### config.mk
export PLATFORM = sky130hd
export DESIGN_NAME = ro_pair_sched
export DESIGN_NICKNAME = d
export VERILOG_FILES = /design/src/rtl/ro_pair_sched.sv
export SDC_FILE = /design/constraint.sdc
export NUM_CORES = 1
export LEC_CHECK = 0
export BUFFER_PORTS_ARGS = -buffer_cell sky130_fd_sc_hd__buf_2
export CAP_MARGIN = 20
export CORE_ASPECT_RATIO = 0.9
export CORE_MARGIN = 2
export CORE_UTILIZATION = 58
export CTS_BUF_LIST = sky130_fd_sc_hd__clkbuf_2 sky130_fd_sc_hd__clkbuf_4 sky130_fd_sc_hd__clkbuf_8
export DETAILED_ROUTE_END_ITERATION = 10
export HOLD_SLACK_MARGIN = 0.08
export PLACE_DENSITY = 0.85
export SLEW_MARGIN = 10
export SYNTH_ARGS = -nofsm -noshare
export SYNTH_HDL_FRONTEND = slang
export SYNTH_SLANG_ARGS = --single-unit
export TNS_END_PERCENT = 30
### constraint.sdc
create_clock -name clk -period 3.65 [get_ports clk]
set_input_delay 0.9125 -clock clk [delete_from_list [all_inputs] [get_ports clk]]
set_output_delay 0.9125 -clock clk [all_outputs]
set_load 0.005 [all_outputs]
### src/rtl/ro_pair_sched.sv
// ro_pair_sched: ring-oscillator PUF pair measurement sequencer (settle, count, drain, compare).
// Define RO_PAIR_CNT_OUT_EN to expose the held final edge counts on cnt_a/cnt_b.
module ro_pair_sched #(
  parameter int NUM_RO = 16,
  parameter int SEL_W  = 4,
  parameter int CNT_W  = 16,
  parameter int SETTLE = 4,
  parameter int WINDOW = 1000
) (
  input  logic              clk,
  input  logic              rst_n,
  input  logic              start,
  input  logic [SEL_W-1:0]  sel_a,
  input  logic [SEL_W-1:0]  sel_b,
  input  logic [NUM_RO-1:0] ro_out,
  output logic [NUM_RO-1:0] ro_en,
  output logic              busy,
  output logic              done,
  output logic              response,
  output logic              tie,
  output logic              err
`ifdef RO_PAIR_CNT_OUT_EN
  ,
  output logic [CNT_W-1:0]  cnt_a,
  output logic [CNT_W-1:0]  cnt_b
`endif
);

  localparam int TMAX  = (SETTLE > WINDOW) ? SETTLE : WINDOW;
  localparam int TMR_W = ($clog2(TMAX) < 2) ? 2 : $clog2(TMAX);
  localparam logic [SEL_W:0] NUM_RO_L = (SEL_W+1)'(NUM_RO);

  typedef enum logic [2:0] {
    S_IDLE    = 3'd0,
    S_SETTLE  = 3'd1,
    S_MEASURE = 3'd2,
    S_DRAIN   = 3'd3,
    S_DONE    = 3'd4
  } state_t;

  state_t             state_r, state_nxt_s;
  logic [TMR_W-1:0]   tmr_r, tmr_nxt_s;
  logic [SEL_W-1:0]   sel_a_r, sel_b_r;
  logic               valid_s, take_s, accept_s, counting_s, finish_s;
  logic [2:0]         sync_a_r, sync_b_r;
  logic               rise_a_s, rise_b_s;
  logic [CNT_W-1:0]   cnt_a_r, cnt_b_r, cnt_a_nxt_s, cnt_b_nxt_s;
  logic [NUM_RO-1:0]  en_mask_s;
  logic [NUM_RO-1:0]  ro_en_r;
  logic               busy_r, done_r, response_r, tie_r, err_r;

  function automatic logic [NUM_RO-1:0] decode(input logic [SEL_W-1:0] idx);
    logic [NUM_RO-1:0] v;
    v = '0;
    for (int i = 0; i < NUM_RO; i++) begin
      v[i] = (idx == SEL_W'(i));
    end
    return v;
  endfunction

  function automatic logic pick(input logic [NUM_RO-1:0] vec, input logic [SEL_W-1:0] idx);
    logic b;
    b = 1'b0;
    for (int i = 0; i < NUM_RO; i++) begin
      b = b | (vec[i] & (idx == SEL_W'(i)));
    end
    return b;
  endfunction

  function automatic logic [CNT_W-1:0] sat_inc(input logic [CNT_W-1:0] c, input logic inc);
    return (inc && (c != {CNT_W{1'b1}})) ? (c + CNT_W'(1)) : c;
  endfunction

  assign valid_s    = (sel_a != sel_b) && ({1'b0, sel_a} < NUM_RO_L) && ({1'b0, sel_b} < NUM_RO_L);
  assign take_s     = (state_r == S_IDLE) && start;
  assign accept_s   = take_s && valid_s;
  assign counting_s = (state_r == S_MEASURE) || (state_r == S_DRAIN);
  assign finish_s   = (state_r == S_DRAIN) && (state_nxt_s == S_DONE);
  // Detector flop is sync[2]; sync[1:0] form the two-flop synchronizer.
  assign rise_a_s   = sync_a_r[1] & ~sync_a_r[2];
  assign rise_b_s   = sync_b_r[1] & ~sync_b_r[2];
  assign en_mask_s  = (state_r == S_IDLE) ? (decode(sel_a) | decode(sel_b))
                                          : (decode(sel_a_r) | decode(sel_b_r));

  // Next-state and phase timer.
  always_comb begin
    state_nxt_s = state_r;
    tmr_nxt_s   = tmr_r;
    case (state_r)
      S_IDLE: begin
        if (start) begin
          if (valid_s) begin
            state_nxt_s = S_SETTLE;
            tmr_nxt_s   = TMR_W'(SETTLE - 1);
          end else begin
            state_nxt_s = S_DONE;
          end
        end else begin
          state_nxt_s = S_IDLE;
        end
      end
      S_SETTLE: begin
        if (tmr_r == '0) begin
          state_nxt_s = S_MEASURE;
          tmr_nxt_s   = TMR_W'(WINDOW - 1);
        end else begin
          tmr_nxt_s = tmr_r - TMR_W'(1);
        end
      end
      S_MEASURE: begin
        if (tmr_r == '0) begin
          state_nxt_s = S_DRAIN;
          tmr_nxt_s   = TMR_W'(2);
        end else begin
          tmr_nxt_s = tmr_r - TMR_W'(1);
        end
      end
      S_DRAIN: begin
        if (tmr_r == '0) begin
          state_nxt_s = S_DONE;
        end else begin
          tmr_nxt_s = tmr_r - TMR_W'(1);
        end
      end
      S_DONE: begin
        state_nxt_s = S_IDLE;
      end
      default: begin
        state_nxt_s = S_IDLE;
        tmr_nxt_s   = '0;
      end
    endcase
  end

  // Saturating edge counters; any start taken in IDLE clears them.
  always_comb begin
    cnt_a_nxt_s = cnt_a_r;
    cnt_b_nxt_s = cnt_b_r;
    if (take_s) begin
      cnt_a_nxt_s = '0;
      cnt_b_nxt_s = '0;
    end else begin
      cnt_a_nxt_s = sat_inc(cnt_a_r, counting_s & rise_a_s);
      cnt_b_nxt_s = sat_inc(cnt_b_r, counting_s & rise_b_s);
    end
  end

  // State, timer, latched challenge and counters.
  always_ff @(posedge clk or negedge rst_n) begin
    if (!rst_n) begin
      state_r <= S_IDLE;
      tmr_r   <= '0;
      sel_a_r <= '0;
      sel_b_r <= '0;
      cnt_a_r <= '0;
      cnt_b_r <= '0;
    end else begin
      state_r <= state_nxt_s;
      tmr_r   <= tmr_nxt_s;
      cnt_a_r <= cnt_a_nxt_s;
      cnt_b_r <= cnt_b_nxt_s;
      if (accept_s) begin
        sel_a_r <= sel_a;
        sel_b_r <= sel_b;
      end
    end
  end

  // Synchronizer and edge detector for the two selected oscillators.
  always_ff @(posedge clk or negedge rst_n) begin
    if (!rst_n) begin
      sync_a_r <= '0;
      sync_b_r <= '0;
    end else if (take_s) begin
      sync_a_r <= '0;
      sync_b_r <= '0;
    end else begin
      sync_a_r <= {sync_a_r[1:0], pick(ro_out, sel_a_r)};
      sync_b_r <= {sync_b_r[1:0], pick(ro_out, sel_b_r)};
    end
  end

  // Registered control outputs, derived from the upcoming state.
  always_ff @(posedge clk or negedge rst_n) begin
    if (!rst_n) begin
      ro_en_r <= '0;
      busy_r  <= 1'b0;
      done_r  <= 1'b0;
    end else begin
      ro_en_r <= ((state_nxt_s == S_SETTLE) || (state_nxt_s == S_MEASURE)) ? en_mask_s : '0;
      busy_r  <= (state_nxt_s != S_IDLE);
      done_r  <= (state_nxt_s == S_DONE);
    end
  end

  // Result registers: captured on DONE entry, held until the next start is taken.
  always_ff @(posedge clk or negedge rst_n) begin
    if (!rst_n) begin
      response_r <= 1'b0;
      tie_r      <= 1'b0;
      err_r      <= 1'b0;
    end else if (finish_s) begin
      response_r <= (cnt_a_nxt_s > cnt_b_nxt_s);
      tie_r      <= (cnt_a_nxt_s == cnt_b_nxt_s);
      err_r      <= 1'b0;
    end else if (take_s) begin
      response_r <= 1'b0;
      tie_r      <= 1'b0;
      err_r      <= ~valid_s;
    end
  end

`ifdef RO_PAIR_CNT_OUT_EN
  logic [CNT_W-1:0] cnt_a_hold_r, cnt_b_hold_r;

  // Held copies of the final counts for characterisation.
  always_ff @(posedge clk or negedge rst_n) begin
    if (!rst_n) begin
      cnt_a_hold_r <= '0;
      cnt_b_hold_r <= '0;
    end else if (finish_s) begin
      cnt_a_hold_r <= cnt_a_nxt_s;
      cnt_b_hold_r <= cnt_b_nxt_s;
    end else if (take_s) begin
      cnt_a_hold_r <= '0;
      cnt_b_hold_r <= '0;
    end
  end

  assign cnt_a = cnt_a_hold_r;
  assign cnt_b = cnt_b_hold_r;
`endif

  assign ro_en    = ro_en_r;
  assign busy     = busy_r;
  assign done     = done_r;
  assign response = response_r;
  assign tie      = tie_r;
  assign err      = err_r;

endmodule

==> flow_metrics.py <==
metrics = {
    "run_status": {
        "status": "finished, final reports clean",
    },
    "worst_setup_path": {
        "path_delay_family": "simple AND/OR/NAND/NOR gates",
        "path_buf_inv": 0,
        "critPathRequiredTime_ps": 3890,
        "arrival_ps": 3610,
        "cp_common_cell": "ha_1",
        "path_class": "reg -> reg",
        "cp-start-kind": "flop",
        "cp_slowest_stage_delay_ps": 430,
        "slowest_stage": "or3_1",
        "worstPathMaxFanout": 4,
        "crit_path_cell_trace": "ha_1 > nand4_1 > or3_1 > nor4_1 > xnor2_1 > or2_1 > ha_1 > and4_1 > nand2_1 > nor3_1 > a21oi_1 > a31o_2",
        "crit_start": "cnt_b_r[0]$_DFF_PN0_",
        "reg2reg_from": "cnt_b_r[0]$_DFF_PN0_",
        "endpoint_kind": "flop",
    },
    "pwr": {
        "p_sw_mw": 0.609,
        "p_seq_share_pct": 50.4,
        "ir_worst_vdd_uv": 349,
        "pwr-share-clk_pct": 33.9,
        "power_frac_comb_pct": 15.7,
        "p_int_mw": 1.51,
        "netSwitchingFraction_pct": 28.7,
        "p_leak_nw": 2.38,
        "power_density_nw_per_um2": 374,
    },
    "logic_synthesis": {
        "ys_async_sr_fraction_pct": 100,
        "synth_flop_cell": "dfrtp_1",
        "synth_edf_count": 0,
        "avgSynthCellArea_sq_um": 9.29,
        "yosysUniqueCellTypes": 62,
        "synthXorXnorAreaFrac_pct": 4.98,
        "synthAdderAreaFrac_pct": 4.66,
        "synthMuxAreaShare_pct": 5.47,
        "synth_top_family_by_area": "simple AND/OR/NAND/NOR gates",
        "ys_seq_area_share_pct": 39.3,
        "netlist_area_sq_um": 5100,
        "netlist_instances": 549,
        "synth_compound_area_share_pct": 18.3,
        "yosysWarnings": 0,
        "synth_seq_cells": 80,
        "synth-simple-area-share_pct": 24.1,
        "syn_nets": 595,
    },
    "floorplan": {
        "die_h_um": 93.0,
        "die_w_um": 103,
        "pin_count": 48,
        "fp-row-count": 32,
        "fp.coreArea_sq_um": 8570,
        "die_area_sq_um": 9560,
        "start_util_pct": 59.5,
    },
    "clock_tree": {
        "cts-buffers-inserted": 9,
        "cts_tree": "done",
        "clock_latency_ps": 350,
        "clockRootBuffer": "clkbuf_8",
        "cts_buffer_depth": 2,
        "cts_hold_buf": 0,
        "clkSinkCount": 80,
        "clk_pin_slew_ps": 90,
        "htreeDepth": 3,
    },
    "timing": {
        "setup_viol": 0,
        "relSlewSlack_pct": 32.3,
        "setup-tns-final_ps": 0,
        "drv_slew": 0,
        "grt_setup_unrepaired": "no",
        "finalCriticalPeriod_ps": 3370,
        "fin_worst_skew_ps": 8.85,
        "max_freq_mhz": 296,
        "hold_viol_final": 0,
        "period_share_pct": 92.4,
        "tightest_slew_ps": 1010,
    },
    "drt": {
        "wl_um": 12400,
        "vias": 4520,
        "wire_per_inst_um": 17.6,
        "drt-initial-drc-count": 393,
        "drtPass1Iterations": 5,
        "vias_per_cell": 6.38,
        "detail-route-antenna-nets": 0,
        "drc": 0,
    },
    "hold_path": {
        "hold_class": "in -> async",
    },
    "global_routing": {
        "grt_pass1_vias": 4206,
        "antenna_found_initial": 0,
        "grt_start_max_net_pins": 81,
        "grt_usage_pct": 27.3,
        "grt_pass1_wl_um": 20400,
        "overflow": 0,
    },
    "cells_and_area": {
        "area_growth_pct": 11.2,
        "final_util_pct": 66.2,
        "mostFrequentLayoutCells": "dfrtp_1 (80), nor2_1 (57), buf_2 (46)",
        "fin_nets": 630,
        "final_layout_size_suffix_gt1_share_pct": 19.2,
        "final_common_cell": "dfrtp_1",
        "fillCellCount": 710,
        "diodes": 0,
    },
    "placement": {
        "numPortBuffers": 47,
        "place_congestion": 0.911,
        "post-dp-hpwl_um": 9010,
    },
    "flow_run": {
        "cap_violations": 0,
    },
}
cells by family after synthesis:
| group | Yosys count |
|---|---|
| AO/OA/AOI/OAI | 126 |
| XOR/XNOR | 29 |
| adder cells (fa/ha/maj) | 19 |
| buffers and inverters | 38 |
| flip-flops | 80 |
| multiplexers | 25 |
| AND/OR/NAND/NOR | 232 |
per-stage QoR:
step	setup slack [ps]	power, mW	cells	hold WS (ps)	area, sq um
detailed placement	153	1.41	691	444	5420
CTS	109	2.12	707	462	5640
global route	101	2.23	708	421	5670
floorplan	566	1.30	549	428	5100
finish	277	2.12	708	415	5670
global placement	326	1.38	691	433	5420
registers in the layout, summed over array words and instances, names as in the netlist, 3 cells and up:
| signal | cells |
|---|---|
| tmr_r | 10 |
| sel_a_r | 4 |
| sel_b_r | 4 |
| cnt_a_r | 16 |
| sync_a_r | 3 |
| ro_en | 16 |
| sync_b_r | 3 |
| state_r | 3 |
| cnt_b_r | 16 |
worst register-to-register path: cells and delay by family, from the launching register on:
kind                       cells  cell delay (ps)
and+or+nand+nor                7             1850
adders and majority gates      2              490
DFF                            1              420
AOI/OAI and AO/OA              2              340
xor gates and xnor gates       1              170
power by group through the flow:
stage	sequential, mW	clock (mW)	combinational (mW)
detailed placement	1.08	0	0.325
global placement	1.07	0	0.310
floorplan	1.04	0	0.256
CTS	1.07	0.729	0.328
finish	1.07	0.719	0.333
global route	1.08	0.771	0.373
metal layers:
layer | up-vias | wire length, um | track usage, %
li1 | 2124 | - | -
met1 | 2186 | 5420 | 37.8
met2 | 187 | 5990 | 43.8
met3 | 23 | 856 | 5.36
met4 | 0 | 174 | 7.57
met5 | - | 0 | 0
path summary, 6_finish.rpt:
check / to / slack (ps) / cells after the start
max in group asynchronous: sel_b_r[1]$_DFFE_PN0P_ / 2650 / 2
min in group clk: sync_b_r[1]$_DFF_PN0_ / 470 / 1
setup reg to reg: response$_DFFE_PN0P_ / 280 / 12
hold reg to reg: sync_b_r[1]$_DFF_PN0_ / 470 / 1
hold / removal: ro_en[13]$_DFF_PN0_ / 420 / 1
setup / recovery: response$_DFFE_PN0P_ / 280 / 12
synth_stat cells, drive strengths merged (6+ instances only):
cell / number / share of area (%)
a21oi: 20 / 2.0
a32oi: 7 / 1.2
nand2: 42 / 3.1
nor3: 23 / 2.4
o21ai: 20 / 2.0
mux2: 13 / 2.9
nor2: 57 / 4.2
mux2i: 11 / 2.2
dfrtp: 80 / 39
xor2: 8 / 1.4
a311oi: 8 / 1.4
and3: 7 / 0.86
buf: 11 / 1.2
clkbuf: 19 / 1.4
or2: 19 / 2.3
nor2b: 24 / 2.9
a221oi: 19 / 3.3
inv: 8 / 0.59
and2: 6 / 0.74
a211oi: 15 / 2.6
xnor2: 21 / 3.6
nand3: 12 / 1.2
ha: 19 / 4.7
nand4: 19 / 2.3
layout make-up:
class	instances	area, sq um	area share (%)
timing repair buffer	54	323	5.69
sequential	80	2000	35.3
tap	119	149	2.62
inverter	8	30.0	0.529
multi-input combinational	431	2950	52.0
clock buffer	9	124	2.18
clock inverter	7	95.1	1.68
what timing repair did:
| action | in CTS | in global routing |
|---|---|---|
| resized for setup | 0 | 1 |
| endpoints found under the setup margin | 0 | 2 |
| buffers inserted | 0 | 0 |
| endpoints found under the hold margin | 0 | 0 |
Note: power is estimated with default switching activity, not from simulation.
